## src/rtl/axi4l_pkg.sv

```systemverilog
// rtl/axi4l_pkg.sv - response codes and FSM state types for the AXI4-Lite register slave
package axi4l_pkg;

  typedef enum logic [1:0] {
    OKAY   = 2'b00,
    SLVERR = 2'b10
  } resp_e;

  typedef enum logic {
    W_IDLE = 1'b0,
    W_RESP = 1'b1
  } wr_state_e;

  typedef enum logic {
    R_IDLE = 1'b0,
    R_DATA = 1'b1
  } rd_state_e;

endpackage

```

## src/rtl/axi4l_reg_slave_wrfsm.sv

```systemverilog
// rtl/axi4l_reg_slave_wrfsm.sv - AW/W capture, address decode and write-response FSM
// Optional feature: AXI4L_REG_SLAVE_PROT_EN rejects unprivileged writes with SLVERR.
module axi4l_reg_slave_wrfsm
  import axi4l_pkg::*;
#(
  parameter int ADDR_W   = 12,
  parameter int DATA_W   = 32,
  parameter int NUM_REGS = 16,
  parameter int OFF_W    = $clog2(DATA_W / 8),
  parameter int IDX_W    = ADDR_W - OFF_W
) (
  input  logic                  i_clk,
  input  logic                  i_rst_n,
  input  logic [ADDR_W-1:0]     i_awaddr,
  input  logic [2:0]            i_awprot,
  input  logic                  i_awvalid,
  output logic                  o_awready,
  input  logic [DATA_W-1:0]     i_wdata,
  input  logic [DATA_W/8-1:0]   i_wstrb,
  input  logic                  i_wvalid,
  output logic                  o_wready,
  output logic [1:0]            o_bresp,
  output logic                  o_bvalid,
  input  logic                  i_bready,
  output logic                  o_wr_en,
  output logic [IDX_W-1:0]      o_wr_idx,
  output logic [DATA_W-1:0]     o_wr_data,
  output logic [DATA_W/8-1:0]   o_wr_strb
);

  localparam logic [IDX_W:0] LP_NUM_REGS = (IDX_W + 1)'(NUM_REGS);

  wr_state_e             r_state;
  wr_state_e             w_state_nxt;
  logic                  r_live;
  logic                  r_aw_held;
  logic                  r_w_held;
  logic [ADDR_W-1:0]     r_awaddr;
  logic [2:0]            r_awprot;
  logic [DATA_W-1:0]     r_wdata;
  logic [DATA_W/8-1:0]   r_wstrb;
  resp_e                 r_bresp;

  logic                  w_aw_hs;
  logic                  w_w_hs;
  logic                  w_commit;
  logic                  w_in_range;
  logic                  w_prot_ok;
  logic [ADDR_W-1:0]     w_addr;
  logic [2:0]            w_prot;
  logic                  w_unused;

  // r_live keeps the READYs low through reset and raises them on the first edge after
  assign o_awready = r_live && (r_state == W_IDLE) && !r_aw_held;
  assign o_wready  = r_live && (r_state == W_IDLE) && !r_w_held;
  assign w_aw_hs   = i_awvalid && o_awready;
  assign w_w_hs    = i_wvalid && o_wready;

  // A channel arriving on the commit edge is used directly, otherwise its latched copy
  assign w_addr    = r_aw_held ? r_awaddr : i_awaddr;
  assign w_prot    = r_aw_held ? r_awprot : i_awprot;
  assign o_wr_data = r_w_held ? r_wdata : i_wdata;
  assign o_wr_strb = r_w_held ? r_wstrb : i_wstrb;
  assign o_wr_idx  = w_addr[ADDR_W-1:OFF_W];

  assign w_in_range = ({1'b0, o_wr_idx} < LP_NUM_REGS);
`ifdef AXI4L_REG_SLAVE_PROT_EN
  assign w_prot_ok  = w_prot[0];
`else
  assign w_prot_ok  = 1'b1;
`endif

  assign w_commit = (r_state == W_IDLE) && (r_aw_held || w_aw_hs) && (r_w_held || w_w_hs);
  assign o_wr_en  = w_commit && w_in_range && w_prot_ok;
  assign o_bvalid = (r_state == W_RESP);
  assign o_bresp  = r_bresp;
  assign w_unused = ^{w_prot, w_addr[OFF_W-1:0]};

  always_comb begin
    w_state_nxt = r_state;
    case (r_state)
      W_IDLE:  if (w_commit) w_state_nxt = W_RESP;
      W_RESP:  if (i_bready) w_state_nxt = W_IDLE;
      default: w_state_nxt = W_IDLE;
    endcase
  end

  always_ff @(posedge i_clk or negedge i_rst_n) begin
    if (!i_rst_n) begin
      r_state   <= W_IDLE;
      r_live    <= 1'b0;
      r_aw_held <= 1'b0;
      r_w_held  <= 1'b0;
      r_awaddr  <= '0;
      r_awprot  <= '0;
      r_wdata   <= '0;
      r_wstrb   <= '0;
      r_bresp   <= OKAY;
    end else begin
      r_state <= w_state_nxt;
      r_live  <= 1'b1;
      if (w_commit) begin
        r_aw_held <= 1'b0;
        r_w_held  <= 1'b0;
        r_bresp   <= (w_in_range && w_prot_ok) ? OKAY : SLVERR;
      end else begin
        if (w_aw_hs) r_aw_held <= 1'b1;
        if (w_w_hs)  r_w_held  <= 1'b1;
      end
      if (w_aw_hs) begin
        r_awaddr <= i_awaddr;
        r_awprot <= i_awprot;
      end
      if (w_w_hs) begin
        r_wdata <= i_wdata;
        r_wstrb <= i_wstrb;
      end
    end
  end

endmodule

```

## src/rtl/axi4l_reg_slave.sv

```systemverilog
// rtl/axi4l_reg_slave.sv - AXI4-Lite register file: storage, write pulses and read path
// Optional feature: AXI4L_REG_SLAVE_PROT_EN (handled in the write FSM sub-module).
module axi4l_reg_slave
  import axi4l_pkg::*;
#(
  parameter int ADDR_W   = 12,
  parameter int DATA_W   = 32,
  parameter int NUM_REGS = 16
) (
  input  logic                         ACLK,
  input  logic                         ARESETN,
  input  logic [ADDR_W-1:0]            AWADDR,
  input  logic [2:0]                   AWPROT,
  input  logic                         AWVALID,
  output logic                         AWREADY,
  input  logic [DATA_W-1:0]            WDATA,
  input  logic [DATA_W/8-1:0]          WSTRB,
  input  logic                         WVALID,
  output logic                         WREADY,
  output logic [1:0]                   BRESP,
  output logic                         BVALID,
  input  logic                         BREADY,
  input  logic [ADDR_W-1:0]            ARADDR,
  input  logic [2:0]                   ARPROT,
  input  logic                         ARVALID,
  output logic                         ARREADY,
  output logic [DATA_W-1:0]            RDATA,
  output logic [1:0]                   RRESP,
  output logic                         RVALID,
  input  logic                         RREADY,
  output logic [NUM_REGS*DATA_W-1:0]   regs_o,
  output logic [NUM_REGS-1:0]          wr_pulse_o
);

  localparam int             OFF_W       = $clog2(DATA_W / 8);
  localparam int             IDX_W       = ADDR_W - OFF_W;
  localparam logic [IDX_W:0] LP_NUM_REGS = (IDX_W + 1)'(NUM_REGS);

  logic [DATA_W-1:0]     r_regs [NUM_REGS];
  logic [NUM_REGS-1:0]   r_wr_pulse;
  rd_state_e             r_rstate;
  rd_state_e             w_rstate_nxt;
  logic                  r_live;
  logic [DATA_W-1:0]     r_rdata;
  resp_e                 r_rresp;

  logic                  w_wr_en;
  logic [IDX_W-1:0]      w_wr_idx;
  logic [DATA_W-1:0]     w_wr_data;
  logic [DATA_W/8-1:0]   w_wr_strb;
  logic [IDX_W-1:0]      w_ar_idx;
  logic                  w_ar_hs;
  logic                  w_ar_in_range;
  logic [DATA_W-1:0]     w_rd_mux;
  logic                  w_unused;

  axi4l_reg_slave_wrfsm #(
    .ADDR_W   (ADDR_W),
    .DATA_W   (DATA_W),
    .NUM_REGS (NUM_REGS),
    .OFF_W    (OFF_W),
    .IDX_W    (IDX_W)
  ) u_wrfsm (
    .i_clk     (ACLK),
    .i_rst_n   (ARESETN),
    .i_awaddr  (AWADDR),
    .i_awprot  (AWPROT),
    .i_awvalid (AWVALID),
    .o_awready (AWREADY),
    .i_wdata   (WDATA),
    .i_wstrb   (WSTRB),
    .i_wvalid  (WVALID),
    .o_wready  (WREADY),
    .o_bresp   (BRESP),
    .o_bvalid  (BVALID),
    .i_bready  (BREADY),
    .o_wr_en   (w_wr_en),
    .o_wr_idx  (w_wr_idx),
    .o_wr_data (w_wr_data),
    .o_wr_strb (w_wr_strb)
  );

  always_ff @(posedge ACLK or negedge ARESETN) begin
    if (!ARESETN) begin
      for (int i = 0; i < NUM_REGS; i++) r_regs[i] <= '0;
      r_wr_pulse <= '0;
    end else begin
      r_wr_pulse <= '0;
      for (int i = 0; i < NUM_REGS; i++) begin
        if (w_wr_en && (w_wr_idx == IDX_W'(i))) begin
          r_wr_pulse[i] <= 1'b1;
          for (int b = 0; b < DATA_W / 8; b++) begin
            if (w_wr_strb[b]) r_regs[i][b*8 +: 8] <= w_wr_data[b*8 +: 8];
          end
        end
      end
    end
  end

  for (genvar g = 0; g < NUM_REGS; g++) begin : g_regs_o
    assign regs_o[g*DATA_W +: DATA_W] = r_regs[g];
  end
  assign wr_pulse_o = r_wr_pulse;

  assign ARREADY       = r_live && (r_rstate == R_IDLE);
  assign w_ar_hs       = ARVALID && ARREADY;
  assign w_ar_idx      = ARADDR[ADDR_W-1:OFF_W];
  assign w_ar_in_range = ({1'b0, w_ar_idx} < LP_NUM_REGS);
  assign RVALID        = (r_rstate == R_DATA);
  assign RDATA         = r_rdata;
  assign RRESP         = r_rresp;
  assign w_unused      = ^{ARPROT, ARADDR[OFF_W-1:0]};

  always_comb begin
    w_rd_mux = '0;
    for (int i = 0; i < NUM_REGS; i++) begin
      if (w_ar_idx == IDX_W'(i)) w_rd_mux = r_regs[i];
    end
  end

  always_comb begin
    w_rstate_nxt = r_rstate;
    case (r_rstate)
      R_IDLE:  if (w_ar_hs) w_rstate_nxt = R_DATA;
      R_DATA:  if (RREADY)  w_rstate_nxt = R_IDLE;
      default: w_rstate_nxt = R_IDLE;
    endcase
  end

  // Read data is sampled from storage before any same-edge write lands
  always_ff @(posedge ACLK or negedge ARESETN) begin
    if (!ARESETN) begin
      r_rstate <= R_IDLE;
      r_live   <= 1'b0;
      r_rdata  <= '0;
      r_rresp  <= OKAY;
    end else begin
      r_rstate <= w_rstate_nxt;
      r_live   <= 1'b1;
      if (w_ar_hs) begin
        r_rdata <= w_ar_in_range ? w_rd_mux : '0;
        r_rresp <= w_ar_in_range ? OKAY : SLVERR;
      end
    end
  end

endmodule

```

## config.mk

```make
export PLATFORM = sky130hd
export DESIGN_NAME = axi4l_reg_slave
export DESIGN_NICKNAME = d
export VERILOG_FILES = /design/src/rtl/axi4l_pkg.sv /design/src/rtl/axi4l_reg_slave_wrfsm.sv /design/src/rtl/axi4l_reg_slave.sv
export SDC_FILE = /design/constraint.sdc
export NUM_CORES = 1
export LEC_CHECK = 0
export ABC_AREA = 1
export BUFFER_PORTS_ARGS = -buffer_cell sky130_fd_sc_hd__buf_2
export CAP_MARGIN = 20
export CORE_AREA = 10 10 241 243
export CTS_CLUSTER_DIAMETER = 80
export CTS_CLUSTER_SIZE = 30
export DETAILED_ROUTE_END_ITERATION = 16
export DIE_AREA = 0 0 251 253
export PLACE_DENSITY = 0.76
export SLEW_MARGIN = 20
export SYNTH_ARGS = -nofsm -noshare
export SYNTH_HDL_FRONTEND = slang
export SYNTH_HIERARCHICAL = 1
export SYNTH_SLANG_ARGS = --single-unit
export TNS_END_PERCENT = 5
```

## constraint.sdc

```tcl
create_clock -name ACLK -period 4.8 [get_ports ACLK]
set_input_delay 0 -clock ACLK [delete_from_list [all_inputs] [get_ports ACLK]]
set_output_delay 0 -clock ACLK [all_outputs]
set_load 0.05 [all_outputs]
```

==> key figures, run 1 <==
Status
  – Status: completed

Power
  – Leakage: 0.0169 uW
  – Pwr Density: 345 nW/um^2
  – P_sw: around 3800 uW
  – Register share of total power: 49.5%
  – Sw frac: 33.5%
  – Int Pwr: 7480 uW
  – Comb power frac: between 10% and 20%
  – Clock power frac: 31.5%
  – Peak supply drop: 0.275 mV

Synth
  – Largest area contributor in the netlist: dfrtp_1
  – Mapped Nets: 3339
  – Synth Register Bits: between 600 and 700
  – Syn Area/Cell: 8.29 um^2
  – Top post-synthesis cells by area: dfrtp_1 (57%), nand2_1 (15%), o21ai_0 (11%), inv_1 (3.2%), nand4_1 (2.9%)
  – Syn Inst Count: between 3000 and 4000
  – Cell Area, Synth: 27100 um^2
  – Synth warn: 6
  – Post-synthesis sequential area ratio: between 50 and 60%
  – Post-synth EDFFs: 0
  – Yosys top cell area share: 56.8%
  – Most used DFF post-synth: dfrtp_1
  – Yosys cell types: 29
  – Asr flop ratio synth: 100%

Clock tree
  – Post-cts sizing count: 0
  – CTS Root Cell: clkbuf_16
  – Longest Clk Path Bufs: 3
  – Setup repair bufs after CTS: 0
  – Hold bufs inserted after CTS: 72
  – TritonCTS clock tree: built
  – Num CTS Buffers: 31
  – Skew-Pair Late Insertion Delay: 0.64 ns
  – Clock transition at path regs: between 0.1 and 0.15 ns
  – CTS H-tree depth: 1
  – Clock sinks: 614

Detailed routing
  – Post-Route WL: 113000 um
  – Drt pass-1 iters: 6
  – Vias per std cell: 5.71
  – WL per Instance: 24.7 um
  – Detail Route Antenna Nets: 0
  – # DRC: 0
  – Iter 0 DRT Violations: 2871
  – Via count: 26100

Placed design
  – Routability cong.: roughly 1
  – Dpl ws: 1.09 ns
  – I/O Buffers: between 600 and 700
  – HPWL after detailed placement: between 80000 and 90000 um

Timing
  – Final hold viol count: 0
  – Relative slew slack: 22.7%
  – Fmax: approximately 260 MHz
  – Tcrit/Tclk final: 80.5%
  – Total negative slack: 0 ns
  – Final Slew Violations: 0
  – Final Skew: 0.0339 ns
  – Tightest Pin Transition: about 1.2 ns
  – Final worst path period need: 3.86 ns
  – RSZ-0062 raised after global routing: false
  – Final worst slack: 0.936 ns
  – Setup violators final: 0

Setup path
  – Most common cell on crit path: nand2_1
  – WS Path Type: flip-flop to flip-flop
  – Buf/Inv on CP: 2
  – CP Launch Type: flip-flop
  – Crit. path cell count: 12
  – Slowest stage delay, CP: roughly 0.84 ns
  – Worst EP required: 5.34 ns
  – CP max stage cell: nor2_1
  – Reg2Reg Depth: 12
  – WP data arrival: 4.40 ns
  – CP Cell Sequence: inv_1, nand2_1, nand2_1, nor2_1, nand3_1, nor2_1, nand2_1, inv_1, nand3_1, nor2_1, nand2_1, o21ai_0
  – Family with the most delay on the worst path: simple AND/OR/NAND/NOR gates
  – CP max FO: 18
  – Crit end category: flip-flop

Global route
  – First-pass GRT wire length: around 160000 um
  – GRT Residual Overflow: 0
  – GRT Total Usage: 34.2%
  – Vias in the first global route: 24200
  – Largest net degree at the start of global routing: 148
  – Initial antenna violation count: 2

Layout
  – Area Overhead vs Synth: 20.5%
  – Most frequent cells in the layout: nand2_1 (1064), buf_2 (628), dfrtp_1 (613)
  – Most common cell after layout, fill and taps aside: nand2_1
  – Final net count: 3916
  – Layout cell share with drive strength beyond 1: 20.8%

Floorplanning
  – Total I/O pin count: 642
  – Die width: 251 um
  – Die Y: 253 um
  – Core area: 53300 um^2
  – Die Footprint: 63500 um^2
  – Row Count: 85
  – Initial core utilization: between 50% and 60%

Hold path
  – Hold Path Class: primary input to flip-flop
  – Hold Crit Depth: 9

Run
  – Max cap viols: 0
layout make-up:
cell class | instances | area (um^2)
fillers | 4666 | 20700
flip-flops and latches | 614 | 15400
multi-input cells | 2222 | 10000
repair buffers | 736 | 4220
inverters | 238 | 893
well taps | 696 | 871
clock buffers | 34 | 817
clock inverters | 22 | 404
diodes | 2 | 5.00
cells in the mapped netlist, types with 2 or more instances:
library cell and count:
conb_1 4, dfrtp_1 614, nor2_4 3, o21ai_2 41, nand3_1 120, nor2_8 2, o21ai_0 592, clkbuf_1 133
nand2_1 1065, nor2_2 8, inv_1 232, buf_6 10, nor2_1 204, buf_1 10, nor3_1 2, nand4_1 126
a21oi_1 40, or2_2 3, nand2_4 3, inv_2 6, buf_4 3, nand2_2 3, buf_2 36
kinds of logic after synthesis:
group / synth area share, %
DFF: 56.8
AOI/OAI and AO/OA: 13.1
buffers and inverters: 6.45
other: 0.0555
and+or+nand+nor: 23.6
worst reg2reg max path: stages (launching register included):
cell     delay (ns)
dfrtp_1        0.76
inv_1          0.23
nand2_1        0.10
nand2_1        0.07
nor2_1         0.10
nand3_1        0.12
nor2_1         0.13
nand2_1        0.11
inv_1          0.12
nand3_1        0.17
nor2_1         0.84
nand2_1        0.66
o21ai_0        0.37
state kept, by name, indices dropped and copies added (netlist names):
name,count
wr_pulse_o,16
u_wrfsm/r_live,1
r_live,1
u_wrfsm/r_wstrb,4
u_wrfsm/r_wdata,32
u_wrfsm/r_awaddr,10
RVALID,1
regs_o,512
RRESP,1
u_wrfsm/o_bvalid,1
u_wrfsm/r_w_held,1
u_wrfsm/r_aw_held,1
u_wrfsm/o_bresp,1
RDATA,32
per-layer routing:
metal	track usage [%]	wire length, um	share of wire, %
met3	9.62	13600	12
met4	15.9	6410	5.7
met1	42.2	40500	36
met5	0	0	0
met2	55.0	52200	46
final timing paths:
check / endpoint / start / slack, ns
worst max-delay path: regs_o[307]$_DFFE_PN0P_ / u_wrfsm/r_aw_held$_DFFE_PN0P_ / 0.94
worst min-delay path: RDATA[3]$_DFFE_PN0P_ / ARADDR[11] / 0.15
worst max register to register: regs_o[307]$_DFFE_PN0P_ / u_wrfsm/r_aw_held$_DFFE_PN0P_ / 0.94
worst min register to register: RDATA[9]$_DFFE_PN0P_ / RDATA[9]$_DFFE_PN0P_ / 0.49
max in group asynchronous: regs_o[329]$_DFFE_PN0P_ / ARESETN / 3.36
min in group asynchronous: regs_o[87]$_DFFE_PN0P_ / ARESETN / 0.36
power groups by stage:
stage	Combinational [uW]	Sequential, uW	Clock, uW
6_report	2130	5570	3540
5_1_grt	2300	5600	3750
4_1_cts	2100	5560	3550
3_5_place_dp	1990	5660	0
3_3_place_gp	1960	5650	0
2_1_floorplan	1160	5750	0
through the flow:
stage | instance area [um^2] | utilization (%) | instances | hold slack, ns | total power [uW]
floorplan | 27100 | - | 3266 | -0.296 | 6910
global placement | 30600 | 57.5 | 4433 | 0.0468 | 7610
detailed placement | 30600 | 57.5 | 4434 | 0.0418 | 7650
CTS | 32600 | 61.2 | 4562 | 0.128 | 11200
global route | 32600 | 61.2 | 4562 | 0.180 | 11600
finish | 32600 | 61.2 | 4564 | 0.147 | 11200
(Power assumes the default switching activity.)
==> run 2, diff against run 1 <==
CORE_AREA = 10 10 242 244   (was 10 10 241 243)
DIE_AREA = 0 0 252 254   (was 0 0 251 253)
clock period = 4 ns   (was 4.8 ns; I/O delays follow)
==> run 2 against run 1 <==
Compared with the run above: critical path depth down 1; power rose by 18%; maximum frequency up 13%; design area increased by 0.10%; count of clock-buffer cells in the layout is the same; sequential share of layout area barely moved; wire length rose by 0.98%; clock power increased by 12%; global-route usage grew 0.26 points; cell count rose by 0.42%; worst setup slack got worse by 0.36 ns; largest cell class unchanged.
==> key figures, run 2 (synthesis results as in run 1) <==
Timing
  – Final Skew: 0.0372 ns
  – Final hold viol count: 0
  – Setup violators final: 0
  – Fmax: 292 MHz
  – Tightest Pin Transition: 1.17 ns
  – RSZ-0062 raised after global routing: false
  – Final worst path period need: 3.42 ns
  – Total negative slack: 0 ns
  – Relative slew slack: between 20% and 30%
  – Worst hold margin: 0.0200 ns
  – Tcrit/Tclk final: 85.5%
  – Final Slew Violations: 0

Layout
  – Most frequent cells in the layout: nand2_1 (1064), buf_2 (628), dfrtp_1 (613)
  – Final net count: 3936
  – Most common cell after layout, fill and taps aside: nand2_1
  – Area Overhead vs Synth: 20.6%
  – Layout cell share with drive strength beyond 1: 21.2%
  – N_diodes: 0
  – Largest register FFs: 512
  – Finished Layout Cells: 4583
  – Final Instance Area: between 30000 and 40000 um^2

Power
  – Sw frac: ~34%
  – Register share of total power: 50.7%
  – Peak supply drop: 0.335 mV
  – Pwr Density: 405 nW/um^2
  – Leakage: 0.0169 uW
  – Comb power frac: 19.4%
  – P_sw: between 4000 and 5000 uW
  – Int Pwr: 8700 uW
  – Clock power frac: 29.9%

Setup path
  – Most common cell on crit path: nand2_1
  – Crit end category: flip-flop
  – Worst EP required: 4.48 ns
  – WS Path Type: flip-flop to flip-flop
  – CP Cell Sequence: o21bai_1, nand3_1, nor2_1, nand2_1, inv_1, nand3_1, nor2_1, buf_4, nand2_1, nand2_1, o21ai_0
  – Capture point of the worst reg-to-reg path: regs_o[404]$_DFFE_PN0P_
  – CP max FO: 29
  – R2r startpoint: u_wrfsm/r_w_held$_DFFE_PN0P_
  – CP max stage cell: dfrtp_2
  – CP Launch Type: flip-flop
  – Reg2Reg Depth: 11
  – Reg2reg setup slack: between 0.5 and 0.6 ns
  – Slowest stage delay, CP: 0.74 ns
  – WP data arrival: 3.90 ns

Detailed routing
  – # DRC: 0
  – Detail Route Antenna Nets: 0
  – Vias per std cell: 5.74
  – Drt pass-1 iters: 6
  – WL per Instance: 24.8 um
  – Via count: 26300
  – Post-Route WL: approximately 110000 um
  – Iter 0 DRT Violations: just over 3000

Clock tree
  – CTS Root Cell: clkbuf_16
  – CTS H-tree depth: 1
  – Skew-Pair Late Insertion Delay: 0.64 ns
  – TritonCTS clock tree: built
  – Longest Clk Path Bufs: 3
  – Setup repair bufs after CTS: 0
  – Num CTS Buffers: 31
  – Clock sinks: 614
  – Clock transition at path regs: 0.11 ns

Placed design
  – I/O Buffers: 629
  – HPWL after detailed placement: 83000 um
  – Placed cells: 4455
  – Routability cong.: 0.975
  – DP Area: approximately 31000 um^2

Global route
  – GRT Residual Overflow: 0
  – Initial antenna violation count: 4
  – Vias in the first global route: around 25000
  – GRT Total Usage: around a third
  – Largest net degree at the start of global routing: 105
  – First-pass GRT wire length: 165000 um

Floorplanning
  – Row Count: between 80 and 90
  – Total I/O pin count: 642
  – Die width: 252 um
  – Core area: roughly 54000 um^2
  – Die Y: between 200 and 300 um
  – Initial core utilization: 50.5%
  – Die Footprint: 64000 um^2

Hold path
  – Hold Path Class: primary input to asynchronous set/reset pin

Status
  – Status: completed

Run
  – Max cap viols: 0
run 2: power by group through the flow:
stage	Combinational [uW]	Sequential [uW]	Clock, uW
6_report	2560	6710	3950
2_1_floorplan	1390	6900	0
3_3_place_gp	2360	6790	0
3_5_place_dp	2390	6820	0
5_1_grt	2760	6740	4200
4_1_cts	2530	6690	3960
run 2: how the worst max path moves through the flow:
stage | end | cells after the start | start
after floorplan | RDATA[10]$_DFFE_PN0P_ | 8 | RVALID$_DFF_PN0_
after global placement | regs_o[402]$_DFFE_PN0P_ | 11 | u_wrfsm/r_w_held$_DFFE_PN0P_
after detailed placement | regs_o[411]$_DFFE_PN0P_ | 11 | u_wrfsm/r_w_held$_DFFE_PN0P_
after CTS | regs_o[404]$_DFFE_PN0P_ | 11 | u_wrfsm/r_w_held$_DFFE_PN0P_
after global routing | regs_o[404]$_DFFE_PN0P_ | 11 | u_wrfsm/r_w_held$_DFFE_PN0P_
final | regs_o[404]$_DFFE_PN0P_ | 11 | u_wrfsm/r_w_held$_DFFE_PN0P_
run 2: timing repair:
item / in CTS / in global routing
endpoints found under the hold margin: 147 / 0
hold buffers: 69 / 0
gates resized for setup: 0 / 0
setup endpoints to repair: 0 / 0
run 2: cell type report:
cell class | count | area [um^2]
Fill cell | 4706 | 21000
Sequential cell | 614 | 15400
Multi-Input combinational cell | 2222 | 10000
Timing Repair Buffer | 756 | 4370
Inverter | 238 | 893
Tap cell | 696 | 871
Clock buffer | 34 | 797
Clock inverter | 23 | 308
run 2: stage by stage:
stage / setup slack, ns / power [uW] / utilization (%)
CTS: 0.608 / 13200 / 60.8
global placement: 0.816 / 9150 / 57.5
detailed placement: 0.717 / 9210 / 57.5
finish: 0.580 / 13200 / 60.9
global route: 0.389 / 13700 / 60.9
floorplan: 1.53 / 8300 / -
run 2: worst max-delay path, delay by kind of cell, from the launching register on:
kind / cells / cell delay (ns)
simple gates: 7 / 1.81
flops: 1 / 0.74
buf+inv: 2 / 0.38
compound gates: 2 / 0.33
run 2: per-layer routing:
layer	global-route usage [%]	share of wire [%]	vias to the layer above	routed length (um)
met2	55.6	47	1576	53100
met4	15.7	5.2	4	5890
met5	0	0.018	-	21
li1	-	-	11800	-
met3	9.76	12	321	13200
met1	42.6	37	12700	41700
